==> config.mk <==
export PLATFORM = sky130hd
export DESIGN_NAME = clic_pending_gate
export DESIGN_NICKNAME = d
export VERILOG_FILES = /design/src/rtl/functions.sv /design/src/rtl/clic_edge_det.sv /design/src/rtl/clic_pending_gate.sv
export SDC_FILE = /design/constraint.sdc
export NUM_CORES = 1
export LEC_CHECK = 0
export BUFFER_PORTS_ARGS = -buffer_cell sky130_fd_sc_hd__buf_2
export CORE_MARGIN = 4
export CORE_UTILIZATION = 40
export DETAILED_ROUTE_END_ITERATION = 10
export GPL_ROUTABILITY_DRIVEN = 0
export PLACE_DENSITY = 0.62
export SLEW_MARGIN = 20
export SYNTH_ARGS = -nofsm -noshare
export SYNTH_HDL_FRONTEND = slang
export SYNTH_SLANG_ARGS = --single-unit
==> constraint.sdc <==
create_clock -name clk -period 2 [get_ports clk]
set_input_delay 0.4 -clock clk [delete_from_list [all_inputs] [get_ports clk]]
set_output_delay 0.4 -clock clk [all_outputs]
set_load 0.005 [all_outputs]
==> src/rtl/functions.sv <==
// Shared CLIC types: default widths, register field selects, attr layout and
// the pending vector type consumed by the priority encoder.
package functions;

  localparam int CLIC_NUM_INT = 4;
  localparam int CLIC_LVL_W   = 8;

  // Low two address bits select one of these per-interrupt fields.
  typedef enum logic [1:0] {
    FLD_IP   = 2'd0,
    FLD_IE   = 2'd1,
    FLD_ATTR = 2'd2,
    FLD_CTL  = 2'd3
  } fld_e;

  // pol sits in bit1, trig in bit0 of the attr field.
  typedef struct packed {
    logic pol;   // 0 active-high, 1 active-low
    logic trig;  // 0 level, 1 edge
  } attr_t;

  // Encoder input vector for the default configuration.
  typedef logic [CLIC_NUM_INT-1:0][CLIC_LVL_W-1:0] pend_vec_t;

endpackage

==> src/rtl/clic_edge_det.sv <==
// Per-line front end: optional 2-flop synchronizer, polarity, act_q, edge pulse.
// Macro CLIC_SYNC_EN enables the synchronizer (adds 2 cycles of latency).
module clic_edge_det (
  input  logic clk,
  input  logic rst_n,
  input  logic i_irq,
  input  logic i_pol,
  output logic o_act,
  output logic o_edge
);

  logic w_irq_s;
  logic r_act_q;

`ifdef CLIC_SYNC_EN
  logic [1:0] r_sync;

  // Two-stage synchronizer; the line is only observed through r_sync[1].
  always_ff @(posedge clk) begin
    if (!rst_n) r_sync <= '0;
    else        r_sync <= {r_sync[0], i_irq};
  end

  assign w_irq_s = r_sync[1];
`else
  assign w_irq_s = i_irq;
`endif

  // A polarity flip changes act immediately, so it can produce an edge.
  assign o_act = w_irq_s ^ i_pol;

  // Previous act; reset to 0 so an already-active line edges after release.
  always_ff @(posedge clk) begin
    if (!rst_n) r_act_q <= 1'b0;
    else        r_act_q <= o_act;
  end

  assign o_edge = o_act & ~r_act_q;

endmodule

==> src/rtl/clic_pending_gate.sv <==
// CLIC pending/enable/level gate feeding the priority encoder.
// Macro CLIC_SYNC_EN adds a 2-flop synchronizer on each irq line.
// LVL_W must be at least 2 (attr field is 2 bits wide).
module clic_pending_gate
  import functions::*;
#(
  parameter int NUM_INT = CLIC_NUM_INT,
  parameter int LVL_W   = CLIC_LVL_W
) (
  input  logic                              clk,
  input  logic                              rst_n,
  input  logic [NUM_INT-1:0]                irq_i,
  input  logic                              reg_we,
  input  logic                              reg_re,
  input  logic [$clog2(NUM_INT)+1:0]        reg_addr,
  input  logic [LVL_W-1:0]                  reg_wdata,
  output logic [LVL_W-1:0]                  reg_rdata,
  input  logic                              claim_valid,
  input  logic [$clog2(NUM_INT)-1:0]        claim_id,
  output logic [NUM_INT-1:0][LVL_W-1:0]     pend_vec
);

  localparam int IW = $clog2(NUM_INT);

  logic [IW-1:0]                  w_idx;
  fld_e                           w_fld;
  logic                           w_idx_ok;
  logic                           w_clm_ok;
  logic [NUM_INT-1:0]             w_act;
  logic [NUM_INT-1:0]             w_edge;
  logic [NUM_INT-1:0]             w_wsel;
  logic [NUM_INT-1:0]             w_clm;
  logic [LVL_W-1:0]               w_rd_val;

  logic [NUM_INT-1:0]             r_ip;
  logic [NUM_INT-1:0]             r_ie;
  attr_t [NUM_INT-1:0]            r_attr;
  logic [NUM_INT-1:0][LVL_W-1:0]  r_ctl;
  logic [NUM_INT-1:0][LVL_W-1:0]  r_pend;
  logic [LVL_W-1:0]               r_rdata;

  assign w_idx    = reg_addr[IW+1:2];
  assign w_fld    = fld_e'(reg_addr[1:0]);
  // Out-of-range indices (non power-of-two NUM_INT) hit nothing.
  assign w_idx_ok = ({1'b0, w_idx} < (IW+1)'(NUM_INT));
  assign w_clm_ok = ({1'b0, claim_id} < (IW+1)'(NUM_INT));

  generate
    for (genvar g = 0; g < NUM_INT; g++) begin : g_line
      clic_edge_det u_det (
        .clk    (clk),
        .rst_n  (rst_n),
        .i_irq  (irq_i[g]),
        .i_pol  (r_attr[g].pol),
        .o_act  (w_act[g]),
        .o_edge (w_edge[g])
      );
    end
  endgenerate

  // One-hot per-interrupt write and claim selects.
  always_comb begin
    w_wsel = '0;
    w_clm  = '0;
    for (int i = 0; i < NUM_INT; i++) begin
      w_wsel[i] = reg_we && w_idx_ok && (w_idx == IW'(i));
      w_clm[i]  = claim_valid && w_clm_ok && (claim_id == IW'(i));
    end
  end

  // ip/ie/attr/ctl state; edge set beats claim clear beats software write.
  always_ff @(posedge clk) begin
    if (!rst_n) begin
      r_ip   <= '0;
      r_ie   <= '0;
      r_attr <= '0;
      r_ctl  <= '0;
    end else begin
      for (int i = 0; i < NUM_INT; i++) begin
        if (!r_attr[i].trig)                 r_ip[i] <= w_act[i];
        else if (w_edge[i])                  r_ip[i] <= 1'b1;
        else if (w_clm[i])                   r_ip[i] <= 1'b0;
        else if (w_wsel[i] && w_fld == FLD_IP) r_ip[i] <= reg_wdata[0];
        if (w_wsel[i]) begin
          case (w_fld)
            FLD_IE:   r_ie[i]   <= reg_wdata[0];
            FLD_ATTR: r_attr[i] <= attr_t'(reg_wdata[1:0]);
            FLD_CTL:  r_ctl[i]  <= reg_wdata;
            default:  ;
          endcase
        end
      end
    end
  end

  // Effective level per interrupt, from pre-edge register values.
  always_ff @(posedge clk) begin
    if (!rst_n) begin
      r_pend <= '0;
    end else begin
      for (int i = 0; i < NUM_INT; i++)
        r_pend[i] <= (r_ip[i] & r_ie[i]) ? r_ctl[i] : '0;
    end
  end

  // Read mux; unused upper bits read as zero.
  always_comb begin
    w_rd_val = '0;
    if (w_idx_ok) begin
      case (w_fld)
        FLD_IP:   w_rd_val[0]   = r_ip[w_idx];
        FLD_IE:   w_rd_val[0]   = r_ie[w_idx];
        FLD_ATTR: w_rd_val[1:0] = r_attr[w_idx];
        FLD_CTL:  w_rd_val      = r_ctl[w_idx];
        default:  w_rd_val      = '0;
      endcase
    end
  end

  // Read data register; holds between reads, sees pre-write value.
  always_ff @(posedge clk) begin
    if (!rst_n)      r_rdata <= '0;
    else if (reg_re) r_rdata <= w_rd_val;
  end

  assign reg_rdata = r_rdata;
  assign pend_vec  = r_pend;

endmodule
== Yosys cells after proc, flatten, opt, wreduce, memory -nomap -nowiden ==
Cells that the tools add are included.
Cells by class
  bitwise logic cells: 16
  reductions and logical operators: 31
  equality and inequality tests: 13
  order comparisons: 1
  multiplexer cells: 27
Operators by type and width (count)
  AND reduction 2 bit: 16
  two-way mux 1 bit: 18
  binary-select mux 8 bit (select 2 bit): 1
  inequality test 4 x 2 -> 1 bit (second input constant): 4
  equality test 2 bit (second input constant): 6
  logical AND 1 bit: 12
  bitwise AND 1 bit: 8
  two-way mux 8 bit: 1
  equality test 2 x 1 -> 1 bit (second input constant): 3
  zero test 2 bit: 3
  two-way mux 6 bit: 1
  binary-select mux 1 bit (select 2 bit): 2
  binary-select mux 2 bit (select 2 bit): 1
  NOT 1 bit: 4
  case mux 1 bit (4 select lines): 1
  bitwise XOR 1 bit: 4
  less-than comparator 2 x 3 -> 1 bit (second input constant): 1
  two-way mux 2 bit: 1
  case mux 1 bit (2 select lines): 1
Word-level totals
  register bits after elaboration: 92
  input port bits: 23

== Logic depth before layout (Yosys ltp) ==
Gate-level depths: netlist (run 1).
  word-level depth: 7
  gate-level depth with buffers: 6
  gate-level depth less buffers: 4

== Modules after synthesis ==
Synthesis (run 1) repeated with hierarchy kept, for this count alone.
Unflattened totals
  cells, all modules: 366
  area, all modules: 3744.8 µm²
By module, submodules not included
  clic_pending_gate: area an instance 3564.7 µm², cells an instance 350, times used 1
  clic_edge_det: area an instance 45.0 µm², cells an instance 4, times used 4

== Worst setup path before layout (run 1) ==
Ideal clock, no wire load.
  path kind: in2reg
  start point: input reg_addr[3]
  end point: register r_rdata[0] (netlist: reg_rdata[0])
  slack: 382 ps
  stages: 5
  buffers on the path: 2
  arrival time: 1485 ps
  setup time: 133 ps
  cell sequence: buf_6 buf_8 mux4_2 a222oi_1 o31ai_1
Between the ends
  cells in the longest elaborated chain, start to end: 3
  elaborated cells between the ends (all ways): 9
Ends and longest elaborated chain
  start: declaration: RTL line clic_pending_gate.sv:15  | input logic [$clog2(NUM_INT)+1:0] reg_addr,
  binary-select mux 8 bit (select 2 bit), or another cell as far along: RTL line clic_pending_gate.sv:114  | FLD_CTL: w_rd_val = r_ctl[w_idx];
  two-way mux 8 bit (implied by the code), or another cell as far along: RTL line clic_pending_gate.sv:114
  case mux 1 bit (4 select lines) *: RTL line clic_pending_gate.sv:110  | case (w_fld)
  end signal: assignment: RTL line clic_pending_gate.sv:123  | else if (reg_re) r_rdata <= w_rd_val;
  end: declaration: RTL line clic_pending_gate.sv:40  | logic [LVL_W-1:0] r_rdata;
Mark *: on every way between the ends. The rest lies on a longest branch, timed or not. The select of a mux whose other input is x is not followed.
A chain may end at the register's enable or synchronous reset.

== Final worst setup path (run 1) ==
Ends and elaborated chain as after synthesis.

==> results.md, run 1 <==
* Drt total wl at 8790 um
* GRT Total Usage at 0.166
* Via Count at 2797
* Max Cap Viol at 0
* Fill cells at 844
* CP startpoint kind: input pin
* I/O Pins at 63
* Worst hold-check path type: input pin to register
* Core area at 8850 sq um
* Tmin final at 1.45 ns
* Crit path capture type: register
* Mean Syn Cell Area at 10.1 sq um
* ANT cells at 0
* Setup-failing EPs final at 0
* Routed len/inst at 16.3 um
* Clock Pin Slew Worst Setup and Hold Paths at 0.09 ns
* Total Neg Setup Slack at 0 ns
* Least-Margin Pin Slew at 0.453 ns
* Grt ovf at 0
* Final core utilization at 0.486
* Site Rows at 34
* DRC at 0
* Max clock buf depth at 2
* Syn-to-layout area delta at 16.5%
* RSZ-0062 raised after global routing: false
* Vias per inst at 5.18
* Cell count along the critical path at 4
* H-Tree Depth at 3
* Die X-Extent at 104 um
* Synth Cell Area at 3690 sq um
* Vias in the first global route at 2656
* Root buf cell: clkbuf_8
* Port Buffer Count at 62
* First-pass detailed-route iteration total at 4
* CP Class: input pin to register
* Die H at 104 um
* Final Cycle Share at 0.725
* Placed cells at 526
* Most frequent cells in the layout: 92 x dfxtp_1, 62 x buf_2, 41 x nand2_1
* Placed inst area at 4130 sq um
* Post-route insts no fill at 540
* Synthesized instance count at 365
* Status: finished clean
* Share of the yosys chip area belonging to registers at 0.499
* Drt first-iter violations at 129
* Worst Skew at 0.0169 ns
* Max_slew headroom at 0.698
* Commonest non-fill, non-tap cell in the layout: dfxtp_1
* Largest net degree at the start of global routing at 30
* Hold buffers post-CTS at 0
* Leak at 1.80 nW
* Fin area at 4300 sq um
* Hold Path Stages at 3
* Starting Density at 0.417
* Mapped Nets at 388
* Pwr/cell area at 744 nW/um^2
* Critical-path cell with the highest stage delay: mux4_2
* Setup WS pre-CTS at 0.168 ns
* Die area at 10800 sq um
* Reg2reg path depth at 3
* Synth warn at 0
* Initial antenna violation count at 0
* Worst vdd ir at 0.000285 V
* Later-pin clock latency in the skew report at 0.37 ns
* Synthesized flop and latch total at 92
* Net count reported at finish at 452
* Layout cells sized above 1 at 0.227
* Clock sink total at 92
* CP peak stage delay at 0.55 ns
* CTS tree: done
* Critical path, cell by cell: buf_2, mux4_2, a222oi_1, o31ai_1
* # resized after CTS at 0
* Critical Path AT at 1.69 ns
* CP Max Fanout at 16
* Worst Path Buf+Inv at 1
* Critical Path RT at 2.24 ns
* CP delay by family, top: multiplexers
* Remaining antenna violation count at 0
* Hold Vio Cnt, Final at 0
* Detailed Place HPWL at 6360 um
* Max Clk Rate at 690 MHz
* Global-route wire length before repair at 14300 um
* Final WS setup at 0.550 ns
* Fin. max-slew vios at 0
* Post-CTS setup buffer count at 0
* Unique masters post-synth at 32
* Inserted Clock Buffers at 9
## state kept, by name, summed over array words and instances, names as in the netlist
register	flops
r_ie	4
pend_vec	32
g_line.u_det.r_act_q	4
r_ip	4
reg_rdata	8
r_ctl	32
r_attr	8
## per-stage QoR
stage	hold WS, ns	total power, mW
floorplan	0.437	2.03
global route	0.325	3.33
finish	0.313	3.20
CTS	0.306	3.23
global placement	0.455	2.11
detailed placement	0.464	2.11
## per-layer routing
layer  track usage  vias up  part of all wire
met2         0.235       80              0.44
met4        0.0703        0             0.016
li1              -     1384                 -
met3        0.0360        9             0.053
met5             0        -                 0
met1         0.244     1324              0.50
## worst paths after layout
| check | slack (ns) | endpoint | startpoint |
|---|---|---|---|
| worst max-delay path | 0.55 | reg_rdata[0] | reg_addr[3] |
| worst max register to register | 0.64 | reg_rdata[0] | r_attr[4] |
| worst min-delay path | 0.31 | r_ctl[28] | reg_wdata[4] |
| worst min register to register | 0.48 | r_ip[0] | g_line[0].u_det.r_act_q |
## cells in the mapped netlist (all sizes together)
| cell | instances | share of area |
|---|---|---|
| dfxtp | 92 | 0.50 |
| nand2 | 41 | 0.042 |
| and2 | 36 | 0.061 |
| a21boi | 33 | 0.067 |
| o21ai | 33 | 0.045 |
| nor2b | 24 | 0.041 |
| mux2i | 17 | 0.046 |
| clkbuf | 16 | 0.016 |
| mux4 | 12 | 0.078 |
| nor2 | 12 | 0.012 |
| a21oi | 6 | 0.0081 |
| buf | 6 | 0.014 |
| nand3 | 6 | 0.0095 |
| and3 | 5 | 0.0085 |
| nand3b | 5 | 0.010 |
| o2bb2ai | 5 | 0.012 |
| xor2 | 4 | 0.0095 |
| nor3 | 3 | 0.0041 |
| inv | 2 | 0.0020 |
| nand2b | 2 | 0.0034 |
| a222oi | 1 | 0.0027 |
| nor3b | 1 | 0.0034 |
| o211ai | 1 | 0.0020 |
| o311ai | 1 | 0.0024 |
| o31ai | 1 | 0.0020 |
## cell families (layout without fill, tap and decap cells)
logic type | after synthesis | after routing | share of synthesized area
AOI/OAI and AO/OA | 81 | 81 | 0.141
xor gates and xnor gates | 4 | 4 | 0.00949
buffers and inverters | 24 | 91 | 0.0319
DFF | 92 | 92 | 0.499
muxes | 29 | 29 | 0.124
and+or+nand+nor | 135 | 135 | 0.195
## worst reg2reg max path, delay by kind of cell, from the launching register on
kind,cells,cell delay [ns]
compound gates,2,0.41
mux,1,0.46
flops,1,0.37
## layout make-up
| cell class | instances | area, sq um | share of cell area |
|---|---|---|---|
| sequential | 92 | 1840 | 0.428 |
| clock inverter | 3 | 23.8 | 0.00553 |
| timing repair buffer | 75 | 408 | 0.0949 |
| multi-input combinational | 249 | 1730 | 0.403 |
| inverter | 2 | 7.51 | 0.00175 |
| tap | 108 | 135 | 0.0314 |
| clock buffer | 11 | 151 | 0.0352 |
## power by group
part           switching (mW)  leakage (nW)  internal [mW]
logic                   0.116         0.976         0.0857
clock network           0.625        0.0835          0.508
registers              0.0158         0.744           1.85
total                   0.756          1.80           2.45
(Power assumes the default switching activity.)
==> run 2, diff against run 1 <==
- ABC_AREA: default -> 1
- PLACE_DENSITY: 0.62 -> 0.65
- clock period: 2 -> 1.3 ns (I/O delays scaled with it)
==> results.md, run 2 <==
* Vias in the first global route at 2819
* Setup WS pre-CTS at -0.0320 ns
* Dominant synthesized flop cell: dfxtp_1
* Layout cells sized above 1 at 0.219
* Initial antenna violation count at 0
* RSZ-0062 raised after global routing: false
* Reg-to-reg endpoint: reg_rdata[1]
* Starting Density at 0.410
* Top-count cell post-synth: dfxtp_1
* Area leader, netlist: dfxtp_1
* Mux contribution to synthesized area at 0
* Final hold slack at 0.133 ns
* Synth Area in XOR/XNOR at 0
* Detailed Place HPWL at 6460 um
* Max clock buf depth at 2
* Worst Min Path Start: reg_re
* Share of the yosys chip area belonging to registers at 0.517
* Placed cells at 636
* Critical Path RT at 1.04 ns
* Fin. max-slew vios at 0
* Final Cycle Share at 0.850
* Die area at 10500 sq um
* Post-CTS setup buffer count at 0
* CP startpoint kind: register
* Synth Cell Area at 3560 sq um
* Max Clk Rate at 905 MHz
* Synthesized flop and latch total at 92
* Site Rows at 34
* EDFF count, synth at 0
* Commonest non-fill, non-tap cell in the layout: dfxtp_1
* Setup-failing EPs final at 0
* Critical path, cell by cell: buf_2
* CP peak stage delay at 0.36 ns
* Later-pin clock latency in the skew report at 0.36 ns
* Most frequent cells in the layout: 92 x dfxtp_1, 74 x nand2_1, 64 x nor2_1
* Hold buffers post-CTS at 0
* Post-route insts no fill at 652
* H-Tree Depth at 3
* Global-route wire length before repair at 13600 um
* Crit path capture type: primary output
* Synth warn at 0
* Vias per inst at 4.78
* Root buf cell: clkbuf_8
* Grt ovf at 0
* Leak at 1.85 nW
* Synth async-reset ratio at 0
* Die X-Extent at 102 um
* Routed len/inst at 13.0 um
* Port Buffer Count at 62
* Pwr/cell area at 1210 nW/um^2
* Worst Skew at 0.00768 ns
* Drt total wl at 8480 um
* CTS tree: done
* # resized after CTS at 0
* Worst vdd ir at 0.000482 V
* Unique masters post-synth at 22
* Total power at 5.23 mW
* Endpoint, Worst Hold: reg_rdata[0]
* Hold Vio Cnt, Final at 0
* Post-Synth Adder-Cell Area at 0
* Via Count at 3115
* DRC at 0
* CP Max Fanout at 2
* GRT Total Usage at 0.168
* Comb power frac at 0.078
* Critical R2R Launch: r_attr[1]
* Die H at 102 um
* Fin area at 4310 sq um
* Worst R2R Setup Slack at 0.23 ns
* Status: finished clean
* Inserted Clock Buffers at 9
* Placed inst area at 4110 sq um
* Largest net degree at the start of global routing at 21
* First-pass detailed-route iteration total at 4
* Max Cap Viol at 0
* Mapped Nets at 480
* Clock Pin Slew Worst Setup and Hold Paths at 0.09 ns
* Synthesized instance count at 457
* Total Neg Setup Slack at 0 ns
* Mean Syn Cell Area at 7.79 sq um
* Reg2reg path depth at 8
* Worst Path Buf+Inv at 1
* Clock share of power at 0.369
* Syn-to-layout area delta at 20.9%
* Switching Share at 0.250
* Sequential share of power at 0.553
* Clock sink total at 92
* Net count reported at finish at 562
* P_sw at 1.31 mW
* CP delay by family, top: flip-flops
* Final core utilization at 0.496
* Tmin final at 1.11 ns
* CP Class: register to primary output
* Largest family of logic cells by synthesized area: simple AND/OR/NAND/NOR gates
* Int Pwr at 3.92 mW
* Worst hold-check path type: input pin to register
* Synth Area in Simple Gates at 0.228
* Hold Path Stages at 2
* Drt first-iter violations at 150
* ANT cells at 0
* Least-Margin Pin Slew at 0.422 ns
* Core area at 8680 sq um
* Critical Path AT at 0.85 ns
* Max_slew headroom at 0.719
* Critical-path cell with the highest stage delay: dfxtp_1
* Most instantiated cells after synthesis: 92 x dfxtp_1, 74 x nand2_1, 64 x nor2_1, 55 x o21ai_0, 50 x inv_1
* Share of the synthesized area in the top cell type at 0.517
* Final WS setup at 0.195 ns
* Remaining antenna violation count at 0
* Largest cells by area after synthesis: dfxtp_1 52%, nand2_1 7.8%, o21ai_0 7.7%
* I/O Pins at 63
* Compound-gate portion of the synthesized area at 0.170
[run 2: cell count changes in the layout (fill, tap and decap cells not counted), moves of 7 or more]
| cell | before | now |
|---|---|---|
| inv_1 | 2 | 50 |
| mux2i_1 | 17 | 0 |
| nand2_1 | 41 | 74 |
| and2_1 | 36 | 0 |
| buf_4 | 13 | 22 |
| nor2b_1 | 24 | 0 |
| a21oi_1 | 6 | 47 |
| nand2_4 | 0 | 7 |
| o21ai_0 | 33 | 55 |
| nor2_1 | 12 | 64 |
| mux4_2 | 7 | 0 |
| nand3_1 | 5 | 26 |
| a21boi_0 | 32 | 0 |
[run 2: cells by family after synthesis]
| kind of cell | Yosys count |
|---|---|
| AO/OA/AOI/OAI | 117 |
| flip-flops | 92 |
| AND/OR/NAND/NOR | 180 |
| buffers and inverters | 68 |
[run 2: final cells by class]
type	instances	area (sq um)
clock buffers	10	128
clock inverters	6	71.3
fillers	883	4370
inverters	53	199
multi-input cells	297	1420
flip-flops and latches	92	1840
well taps	108	135
repair buffers	86	515
[run 2: power by group through the flow]
| stage | Clock, mW | Sequential (mW) | Combinational (mW) |
|---|---|---|---|
| floorplan | 0 | 2.95 | 0.233 |
| global placement | 0 | 2.96 | 0.399 |
| detailed placement | 0 | 2.96 | 0.405 |
| CTS | 1.97 | 2.89 | 0.408 |
| global route | 2.08 | 2.90 | 0.457 |
| finish | 1.93 | 2.89 | 0.408 |
[run 2: metal layers]
layer  track usage  vias up  routed length [um]
met5             0        -                   0
met4        0.0484        0                 122
met3        0.0444       14                 522
met2         0.279       81                3900
met1         0.214     1381                3930
li1              -     1639                   -
[run 2: worst max-delay path by stage]
stage / start / end / slack (ns) / cells after the start
after floorplan: reg_addr[2] / r_ctl[14] / 0.01 / 9
after global placement: reg_addr[3] / r_ctl[0] / 0.002 / 7
after CTS: reg_rdata[2] / reg_rdata[2] / 0.19 / 1
final: reg_rdata[2] / reg_rdata[2] / 0.19 / 1
after detailed placement: reg_addr[3] / r_ctl[5] / -0.03 / 7
after global routing: r_attr[1] / reg_rdata[1] / 0.10 / 8
